File: src/rtl/seven_segment_capture.sv
// Captures four multiplexed seven-segment digits into BCD frames with per-digit decode errors.
// Optional stale-display timeout is built when SEVEN_SEGMENT_CAPTURE_TIMEOUT_EN is defined.
module seven_segment_capture #(
  parameter int SETTLE_CYCLES  = 1000,
  parameter int TIMEOUT_CYCLES = 2500000
) (
  input  logic       clk_50mhz,
  input  logic       reset,
  input  logic       segA,
  input  logic       segB,
  input  logic       segC,
  input  logic       segD,
  input  logic       segE,
  input  logic       segF,
  input  logic       segG,
  input  logic       dsen1,
  input  logic       dsen2,
  input  logic       dsen3,
  input  logic       dsen4,
  output logic [3:0] bcd1,
  output logic [3:0] bcd2,
  output logic [3:0] bcd3,
  output logic [3:0] bcd4,
  output logic       frame_valid,
  output logic [3:0] seg_err,
  output logic       stale
);

  if (SETTLE_CYCLES < 2 || SETTLE_CYCLES > 65535) begin : g_chk_settle
    $error("SETTLE_CYCLES out of range 2..65535");
  end
  if (TIMEOUT_CYCLES < 2 || TIMEOUT_CYCLES > 16777215) begin : g_chk_timeout
    $error("TIMEOUT_CYCLES out of range 2..2^24-1");
  end

  localparam logic [15:0] SETTLE_LAST = 16'(SETTLE_CYCLES - 1);

  typedef enum logic [1:0] {
    IDLE   = 2'd0,
    SETTLE = 2'd1,
    HELD   = 2'd2
  } state_t;

  // Segment vector is ordered A..G from MSB to LSB, matching the decode table.
  function automatic logic [4:0] f_decode(input logic [6:0] seg);
    case (seg)
      7'b1111110: f_decode = {1'b1, 4'h0};
      7'b0110000: f_decode = {1'b1, 4'h1};
      7'b1101101: f_decode = {1'b1, 4'h2};
      7'b1111001: f_decode = {1'b1, 4'h3};
      7'b0110011: f_decode = {1'b1, 4'h4};
      7'b1011011: f_decode = {1'b1, 4'h5};
      7'b1011111: f_decode = {1'b1, 4'h6};
      7'b1110000: f_decode = {1'b1, 4'h7};
      7'b1111111: f_decode = {1'b1, 4'h8};
      7'b1111011: f_decode = {1'b1, 4'h9};
      7'b1110111: f_decode = {1'b1, 4'hA};
      7'b0011111: f_decode = {1'b1, 4'hB};
      7'b1001110: f_decode = {1'b1, 4'hC};
      7'b0111101: f_decode = {1'b1, 4'hD};
      7'b1001111: f_decode = {1'b1, 4'hE};
      7'b1000111: f_decode = {1'b1, 4'hF};
      default:    f_decode = 5'b0_0000;
    endcase
  endfunction

  logic [1:0] r_rst_sync;
  logic       w_rst_n;

  always_ff @(posedge clk_50mhz or negedge reset) begin
    if (!reset) r_rst_sync <= 2'b00;
    else        r_rst_sync <= {r_rst_sync[0], 1'b1};
  end
  assign w_rst_n = r_rst_sync[1];

  // Stage p0/p1: two-flop synchronizer on all eleven display lines.
  logic [10:0] w_raw;
  logic [10:0] r_sync_p0;
  logic [10:0] r_sync_p1;
  logic [3:0]  w_en;

  assign w_raw = {dsen4, dsen3, dsen2, dsen1, segA, segB, segC, segD, segE, segF, segG};

  always_ff @(posedge clk_50mhz or negedge w_rst_n) begin
    if (!w_rst_n) begin
      r_sync_p0 <= '0;
      r_sync_p1 <= '0;
    end else begin
      r_sync_p0 <= w_raw;
      r_sync_p1 <= r_sync_p0;
    end
  end
  assign w_en = r_sync_p1[10:7];

  logic w_sel_valid;
  always_comb begin
    case (w_en)
      4'b1110, 4'b1101, 4'b1011, 4'b0111: w_sel_valid = 1'b1;
      default:                            w_sel_valid = 1'b0;
    endcase
  end

  // Settle FSM: a digit is captured once per enable window after a stable run.
  state_t      r_state;
  state_t      w_state_nxt;
  logic [10:0] r_snap;
  logic [15:0] r_cnt;
  logic        w_load;
  logic        w_capture;

  always_comb begin
    w_state_nxt = r_state;
    w_load      = 1'b0;
    w_capture   = 1'b0;
    case (r_state)
      IDLE: begin
        if (w_sel_valid) begin
          w_state_nxt = SETTLE;
          w_load      = 1'b1;
        end
      end
      SETTLE: begin
        if (!w_sel_valid) begin
          w_state_nxt = IDLE;
        end else if (r_sync_p1 != r_snap) begin
          w_load = 1'b1;
        end else if (r_cnt == SETTLE_LAST) begin
          w_capture   = 1'b1;
          w_state_nxt = HELD;
        end
      end
      HELD: begin
        if (w_en != r_snap[10:7]) w_state_nxt = IDLE;
      end
      default: w_state_nxt = IDLE;
    endcase
  end

  always_ff @(posedge clk_50mhz or negedge w_rst_n) begin
    if (!w_rst_n) begin
      r_state <= IDLE;
      r_snap  <= '0;
      r_cnt   <= '0;
    end else begin
      r_state <= w_state_nxt;
      if (w_load) begin
        r_snap <= r_sync_p1;
        r_cnt  <= 16'd1;
      end else if (r_state == SETTLE && w_sel_valid) begin
        r_cnt <= r_cnt + 16'd1;
      end
    end
  end

  // Staging: per-digit value/error plus a mask of digits seen this frame.
  logic [4:0]      w_dec;
  logic [3:0]      w_dig_sel;
  logic [3:0][3:0] r_stg;
  logic [3:0]      r_stg_err;
  logic [3:0]      r_mask;
  logic            w_frame_done;

  assign w_dec        = f_decode(r_snap[6:0]);
  assign w_dig_sel    = ~r_snap[10:7];
  assign w_frame_done = (r_mask == 4'hF);

  always_ff @(posedge clk_50mhz or negedge w_rst_n) begin
    if (!w_rst_n) begin
      r_stg     <= '0;
      r_stg_err <= '0;
      r_mask    <= '0;
    end else begin
      if (w_capture) begin
        for (int i = 0; i < 4; i++) begin
          if (w_dig_sel[i]) begin
            if (w_dec[4]) begin
              r_stg[i]     <= w_dec[3:0];
              r_stg_err[i] <= 1'b0;
            end else begin
              r_stg_err[i] <= 1'b1;
            end
          end
        end
      end
      r_mask <= (w_frame_done ? 4'h0 : r_mask) | (w_capture ? w_dig_sel : 4'h0);
    end
  end

  // Output stage: publish a completed frame one cycle after the mask fills.
  logic [3:0][3:0] r_bcd;
  logic [3:0]      r_err_out;
  logic            r_fv;

  always_ff @(posedge clk_50mhz or negedge w_rst_n) begin
    if (!w_rst_n) begin
      r_bcd     <= '0;
      r_err_out <= '0;
      r_fv      <= 1'b0;
    end else begin
      r_fv <= w_frame_done;
      if (w_frame_done) begin
        r_bcd     <= r_stg;
        r_err_out <= r_stg_err;
      end
    end
  end

  assign bcd1        = r_bcd[0];
  assign bcd2        = r_bcd[1];
  assign bcd3        = r_bcd[2];
  assign bcd4        = r_bcd[3];
  assign seg_err     = r_err_out;
  assign frame_valid = r_fv;

`ifdef SEVEN_SEGMENT_CAPTURE_TIMEOUT_EN
  localparam logic [23:0] TO_MAX = 24'(TIMEOUT_CYCLES);
  logic [23:0] r_to_cnt;
  logic        r_stale;

  always_ff @(posedge clk_50mhz or negedge w_rst_n) begin
    if (!w_rst_n) begin
      r_to_cnt <= '0;
      r_stale  <= 1'b0;
    end else if (w_capture) begin
      r_to_cnt <= '0;
      r_stale  <= 1'b0;
    end else if (r_to_cnt != TO_MAX) begin
      r_to_cnt <= r_to_cnt + 24'd1;
      r_stale  <= (r_to_cnt + 24'd1 == TO_MAX);
    end
  end
  assign stale = r_stale;
`else
  assign stale = 1'b0;
`endif

endmodule
File: config.mk
export PLATFORM = sky130hd
export DESIGN_NAME = seven_segment_capture
export DESIGN_NICKNAME = d
export VERILOG_FILES = /design/src/rtl/seven_segment_capture.sv
export SDC_FILE = /design/constraint.sdc
export NUM_CORES = 1
export LEC_CHECK = 0
export CORE_MARGIN = 5
export CORE_UTILIZATION = 45
export CTS_BUF_LIST = sky130_fd_sc_hd__clkbuf_16
export CTS_CLUSTER_SIZE = 40
export DETAILED_ROUTE_END_ITERATION = 7
export DONT_BUFFER_PORTS = 1
export GPL_TIMING_DRIVEN = 0
export PLACE_DENSITY_LB_ADDON = 0.1
export SYNTH_ARGS = -nofsm -noshare
export SYNTH_HDL_FRONTEND = slang
export SYNTH_SLANG_ARGS = --single-unit
File: constraint.sdc
create_clock -name clk_50mhz -period 4.1 [get_ports clk_50mhz]
set_input_delay 0.41 -clock clk_50mhz [delete_from_list [all_inputs] [get_ports clk_50mhz]]
set_output_delay 0.41 -clock clk_50mhz [all_outputs]
set_load 0.02 [all_outputs]
==> results.py, run 1 <==
metrics = {
    "pwr": {
        "powerDensity_mw_per_mm2": 418,
        "vdd_drop_max_v": 0.000227,
        "switching_share_pct": 26.0,
        "power_frac_comb_pct": 13.8,
        "p_leak_nw": 2.14,
        "pwr-share-clk_pct": 35.4,
        "internal_power_mw": 1.53,
        "share_seq_of_total_power_pct": 50.8,
        "p_switching_uw": 538,
        "report.power.total_mw": 2.07,
    },
    "route": {
        "wire_per_inst_um": 14.9,
        "avgViaCountPerCell": 5.21,
        "ant_nets": 0,
        "drcViolationCount": 0,
        "drtPass1Iterations": 4,
        "routed_wl_mm": 8.04,
        "num_vias": 2815,
        "drt_iter0_drc": 198,
    },
    "critical_path": {
        "crit_required_ps": 4330,
        "reg2reg_depth": 7,
        "r2r_end": "r_stg[1]$_DFFE_PN0P_",
        "r2r_start": "r_snap[0]$_DFFE_PN0P_",
        "crit_path_max_fanout": 10,
        "crit_path_start_kind": "flip-flop",
        "critPathCaptureType": "flip-flop",
        "r2r_slack_ps": 1560,
        "slowest_delay_ps": 480,
        "critPathKind": "reg -> reg",
        "critPathSlowestCell": "a2111oi_4",
        "crit_chain": "buf_4, xor2_2, nor3_1, nand3_2, buf_6, a2111oi_4, mux2_1",
        "crit_arrival_ps": 2760,
    },
    "global_route": {
        "grt_util_all_layers_pct": 15.0,
        "grt_pass1_wl_mm": 14.0,
        "grt_pass1_vias": 2781,
        "antenna_found_initial": 0,
        "grt_max_degree": 56,
        "grt_overflow": 0,
    },
    "sta": {
        "fin_crit_sh_pct": 61.9,
        "final-setup-viol-count": 0,
        "hold_slack_ps": 96.6,
        "clock.fmax_mhz": 394,
        "fin_crit_ps": 2540,
        "fin_setup_tns_ps": 0,
        "rsz0062_at_grt": "no",
        "max_slew_margin_pct": 55.8,
        "worst_clock_skew_ps": 8.82,
        "hold_violations": 0,
        "worstMarginPinSlew_ps": 659,
        "drv_slew": 0,
    },
    "finish": {
        "drive_gt1_share_pct": 20.1,
        "final_nets": 416,
        "syn_to_final_growth_pct": 10.3,
        "design_area_mm2": 0.00495,
        "diodes": 0,
    },
    "floorplanning": {
        "initial_utilization_pct": 46.1,
        "die_h_um": 110,
        "core_area_mm2": 0.00973,
        "ios": 35,
        "die_x_um": 110,
        "rows": 36,
        "die_area_mm2": 0.0121,
    },
    "status": {
        "status": "completed",
    },
    "logic_synthesis": {
        "ys_top_cells_by_count": "98 x dfrtp_1, 63 x nand2_1, 22 x o21ai_0",
        "syn-num-nets": 403,
        "seq_area_frac_synth_pct": 54.7,
        "yosys.area.top_type": "dfrtp_1",
        "async_flop_share_pct": 100,
        "avgSynthCellArea_um2": 11.5,
        "yosys_warnings": 0,
        "ys_top_cells_by_area": "dfrtp_1 55%, nand2_1 5.3%, mux2_2 4.3%",
        "synth_edf_count": 0,
        "syn-cell-area_mm2": 0.00448,
        "ys_ff_latch": 98,
        "synth-main-ff-cell": "dfrtp_1",
        "synth_top_area_share_pct": 54.7,
        "yosys.cell_count.top_type": "dfrtp_1",
        "synth_cell_types": 71,
        "syn_inst": 389,
    },
    "clocking": {
        "cts.sinks": 98,
        "clkLatencyLatePin_ps": 340,
        "post_cts_buffers": 0,
        "cts-htree-levels": 3,
        "numCtsBuffers": 9,
        "tritoncts": "built",
        "root_buffer": "clkbuf_16",
        "clkTransAtPathRegs_ps": 70,
        "cts_resized": 0,
        "max-clock-path-buffers": 2,
    },
    "min_path": {
        "hp-start": "dsen4",
        "hp-class": "in -> reg",
        "hold_path_end": "r_sync_p0[10]$_DFF_PN0_",
        "hold_depth": 0,
    },
    "placement": {
        "post_dp_cell_area_mm2": 0.00468,
        "dp_hpwl_mm": 5.73,
        "portBuffers": 0,
        "finalWeightedCongestion": 0.790,
    },
    "job": {
        "cap_violations": 0,
    },
}
-- worst max-delay path, delay by kind of cell, from the launching register on --
| family | cells | cell delay [ps] |
|---|---|---|
| AO/OA/AOI/OAI | 1 | 480 |
| XOR/XNOR | 1 | 170 |
| buffers and inverters | 2 | 420 |
| flip-flops | 1 | 430 |
| multiplexers | 1 | 360 |
| AND/OR/NAND/NOR | 2 | 570 |
-- kinds of logic after synthesis --
group / after synthesis / synth area share, %
muxes: 25 / 6.59
buffers and inverters: 31 / 3.88
and+or+nand+nor: 149 / 19.3
DFF: 98 / 54.7
other: 2 / 0.168
xor gates and xnor gates: 17 / 3.49
AOI/OAI and AO/OA: 66 / 11.6
adders and majority gates: 1 / 0.279
-- how the worst max path moves through the flow --
stage / startpoint / to / slack (ps) / cells past startpoint
3_3_place_gp: r_rst_sync[1]$_DFF_PN0_ / bcd3[0]$_DFFE_PN0P_ / 70 / 0
5_1_grt: r_snap[0]$_DFFE_PN0P_ / r_stg[0]$_DFFE_PN0P_ / 1390 / 7
3_5_place_dp: r_snap[0]$_DFFE_PN0P_ / r_stg[1]$_DFFE_PN0P_ / 1510 / 7
4_1_cts: r_snap[0]$_DFFE_PN0P_ / r_stg[1]$_DFFE_PN0P_ / 1500 / 7
6_report: r_snap[0]$_DFFE_PN0P_ / r_stg[1]$_DFFE_PN0P_ / 1560 / 7
2_1_floorplan: r_rst_sync[1]$_DFF_PN0_ / bcd1[0]$_DFFE_PN0P_ / 1170 / 0
-- cells in the final DEF, fill, tap and decap left out, drive strengths merged, types with 6 or more instances in the layout --
cell type	instances
mux2	24
nand4b	8
clkbuf	16
buf	16
a21oi	14
or3	11
nor2	10
xor2	16
dfrtp	98
o21ai	24
inv	12
nand2	63
or2	6
nand3	9
-- area by class of cell --
cell class,count,area (um^2)
fillers,883,4780
plain buffers,22,140
well taps,133,166
multi-input cells,260,1860
clock buffers,9,225
inverters,9,33.8
repair buffers,2,37.5
clock inverters,7,30.0
flip-flops and latches,98,2460
-- what timing repair did --
action	4_1_cts	5_1_grt
hold buffers	1	0
setup endpoints to repair	0	0
endpoints found under the hold margin	2	0
-- power groups by stage --
stage          clock network (mW)  logic (mW)  registers, mW
6_report                    0.733       0.285           1.05
3_3_place_gp                    0       0.268           1.08
2_1_floorplan                   0       0.227           1.06
4_1_cts                     0.762       0.288           1.05
5_1_grt                     0.802       0.315           1.06
3_5_place_dp                    0       0.286           1.07
-- flip-flops by register name (all words and copies together) (netlist names) --
signal	flops
r_sync_p1	11
frame_valid	1
r_sync_p0	11
r_mask	4
r_stg	16
bcd1	4
bcd2	4
bcd4	4
r_cnt	16
r_snap	11
bcd3	4
r_stg_err	4
r_state	2
seg_err	4
r_rst_sync	2
-- metal layers --
metal  GRT usage [%]  wire length [um]  vias to the layer above
li1                -                 -                     1404
met1            21.6              4030                     1349
met2            21.4              3560                       52
met3            3.17               295                       10
met4            7.21               159                        0
met5               0                 0                        -
-- stage by stage --
step                      instances  utilization [%]  worst slack [ps]
after CTS                       540             50.8              1500
after global routing            540             50.8              1390
final                           540             50.8              1560
after floorplan                 389                -              1170
after detailed placement        523             48.1              1510
after global placement          522             47.8              72.2
Power figures use the tool's default switching activity.
==> run 2: changes to the inputs <==
==> constraint.sdc (replaced) <==
create_clock -name clk_50mhz -period 2.4 [get_ports clk_50mhz]
set_input_delay 0.24 -clock clk_50mhz [delete_from_list [all_inputs] [get_ports clk_50mhz]]
set_output_delay 0.24 -clock clk_50mhz [all_outputs]
set_load 0.02 [all_outputs]
==> run 2 against run 1 <==
- clock power increased by 88%
- sequential power increased by 71%
- critical path depth unchanged
- die area unchanged
- total power increased by 79%
- wire length increased by 2.1%
- critical path type unchanged
- highest routed layer unchanged
==> results.py, run 2 (synthesis results as in run 1) <==
metrics = {
    "global_route": {
        "grt_overflow": 0,
        "grt_util_all_layers_pct": 14.8,
        "grt_max_degree": 50,
        "antenna_found_initial": 0,
        "grt_pass1_wl_mm": 14.0,
        "grt_pass1_vias": 2858,
    },
    "route": {
        "avgViaCountPerCell": 5.20,
        "num_vias": 2924,
        "drtPass1Iterations": 4,
        "wire_per_inst_um": 14.6,
        "drcViolationCount": 0,
        "ant_nets": 0,
        "drt_iter0_drc": 165,
        "routed_wl_mm": 8.21,
    },
    "finish": {
        "largestRegisters": "r_cnt (16), r_stg (16)",
        "diodes": 0,
        "final_common_cell": "dfrtp_1",
        "fillers": 853,
        "syn_to_final_growth_pct": 17.1,
        "design_area_mm2": 0.00525,
        "final_nets": 439,
        "drive_gt1_share_pct": 24.2,
        "final_cell_mix": "96 x dfrtp_1, 63 x nand2_1, 21 x o21ai_0, 16 x buf_4, 15 x xor2_1",
    },
    "floorplanning": {
        "initial_utilization_pct": 46.1,
        "die_h_um": 110,
        "rows": 36,
        "die_x_um": 110,
        "core_area_mm2": 0.00973,
        "die_area_mm2": 0.0121,
        "ios": 35,
    },
    "clocking": {
        "numCtsBuffers": 9,
        "max-clock-path-buffers": 2,
        "clkTransAtPathRegs_ps": 70,
        "tritoncts": "built",
        "cts-htree-levels": 3,
        "root_buffer": "clkbuf_16",
        "clkLatencyLatePin_ps": 330,
        "cts.sinks": 98,
    },
    "sta": {
        "hold_violations": 0,
        "worst_clock_skew_ps": 8.38,
        "fin_crit_sh_pct": 95.1,
        "max_slew_margin_pct": 56.6,
        "final-setup-viol-count": 0,
        "fin_crit_ps": 2280,
        "clock.fmax_mhz": 438,
        "drv_slew": 0,
        "worstMarginPinSlew_ps": 646,
        "fin_ws_ps": 118,
        "fin_setup_tns_ps": 0,
    },
    "placement": {
        "portBuffers": 0,
        "dp_hpwl_mm": 5.61,
        "post_dp_cell_area_mm2": 0.00468,
        "dp_worst_setup_slack_ps": -186,
        "finalWeightedCongestion": 0.789,
    },
    "critical_path": {
        "r2r_end": "r_stg[1]$_DFFE_PN0P_",
        "crit_arrival_ps": 2490,
        "r2r_slack_ps": 120,
        "critPathCaptureType": "flip-flop",
        "crit_path_start_kind": "flip-flop",
        "critPathKind": "reg -> reg",
        "startpoint": "r_snap[0]$_DFFE_PN0P_",
        "crit_required_ps": 2610,
        "reg2reg_depth": 7,
        "r2r_start": "r_snap[0]$_DFFE_PN0P_",
        "crit_path_max_fanout": 10,
    },
    "job": {
        "cap_violations": 0,
    },
    "min_path": {
        "hp-class": "in -> async",
    },
    "status": {
        "status": "completed",
    },
    "pwr": {
        "powerDensity_mw_per_mm2": 706,
        "report.power.total_mw": 3.71,
        "p_leak_nw": 2.26,
        "vdd_drop_max_v": 0.000366,
    },
}
==> run 2: cell count changes in the layout (fill, tap and decap cells not counted), sizes merged <==
cell,previous run,this run
inv,12,10
buf,16,27
dlygate4sd3,1,12
clkinvlp,1,3
clkinv,3,1
clkbuf,16,17
bufinv,0,1
==> run 2: what timing repair did <==
action	4_1_cts	5_1_grt
pin swaps	3	10
endpoints found under the hold margin	13	0
endpoints found under the setup margin	28	37
buffers inserted	4	9
resized for setup	3	16
hold buffers	12	0
==> run 2: layout make-up <==
cell class	count	area [um^2]	area share, %
flip-flops and latches	98	2460	46.8
multi-input cells	260	1920	36.6
repair buffers	26	245	4.67
clock buffers	9	225	4.29
well taps	133	166	3.17
plain buffers	21	141	2.69
clock inverters	6	60.1	1.14
inverters	9	33.8	0.643
==> run 2: metal layers <==
layer  wire, um  global-route usage (%)
met5          0                       0
met2       3690                    22.0
met4         67                    5.16
met1       4160                    21.6
met3        293                    2.82
==> run 2: critical path, cell delays in order, from the launching register on <==
cell and delay (ps):
dfrtp_2 430, buf_4 190, o211ai_1 210, o22ai_2 130
nor4_4 570, a2111oi_4 150, buf_4 190, mux2_1 300
==> run 2: worst max path at each step <==
stage	end	slack [ps]	cells after the start
after CTS	r_stg[13]$_DFFE_PN0P_	3	6
after detailed placement	r_stg[1]$_DFFE_PN0P_	-190	7
after global placement	r_stg[1]$_DFFE_PN0P_	-170	7
after floorplan	r_stg[0]$_DFFE_PN0P_	200	7
final	r_stg[1]$_DFFE_PN0P_	120	7
after global routing	r_stg[1]$_DFFE_PN0P_	-30	7
==> run 2: report_power, final <==
| part | internal (mW) | leakage (nW) | switching (mW) |
|---|---|---|---|
| registers | 1.72 | 1.28 | 0.0741 |
| logic | 0.237 | 0.847 | 0.289 |
| clock network | 0.795 | 0.132 | 0.589 |
| total | 2.75 | 2.26 | 0.952 |
==> run 2: through the flow <==
step / util [%] / cells / hold WS, ps
floorplan: - / 389 / -55.6
global placement: 47.8 / 522 / -55.5
detailed placement: 48.1 / 523 / -55.5
CTS: 52.7 / 554 / 131
global route: 54.0 / 562 / 133
finish: 54.0 / 562 / 141
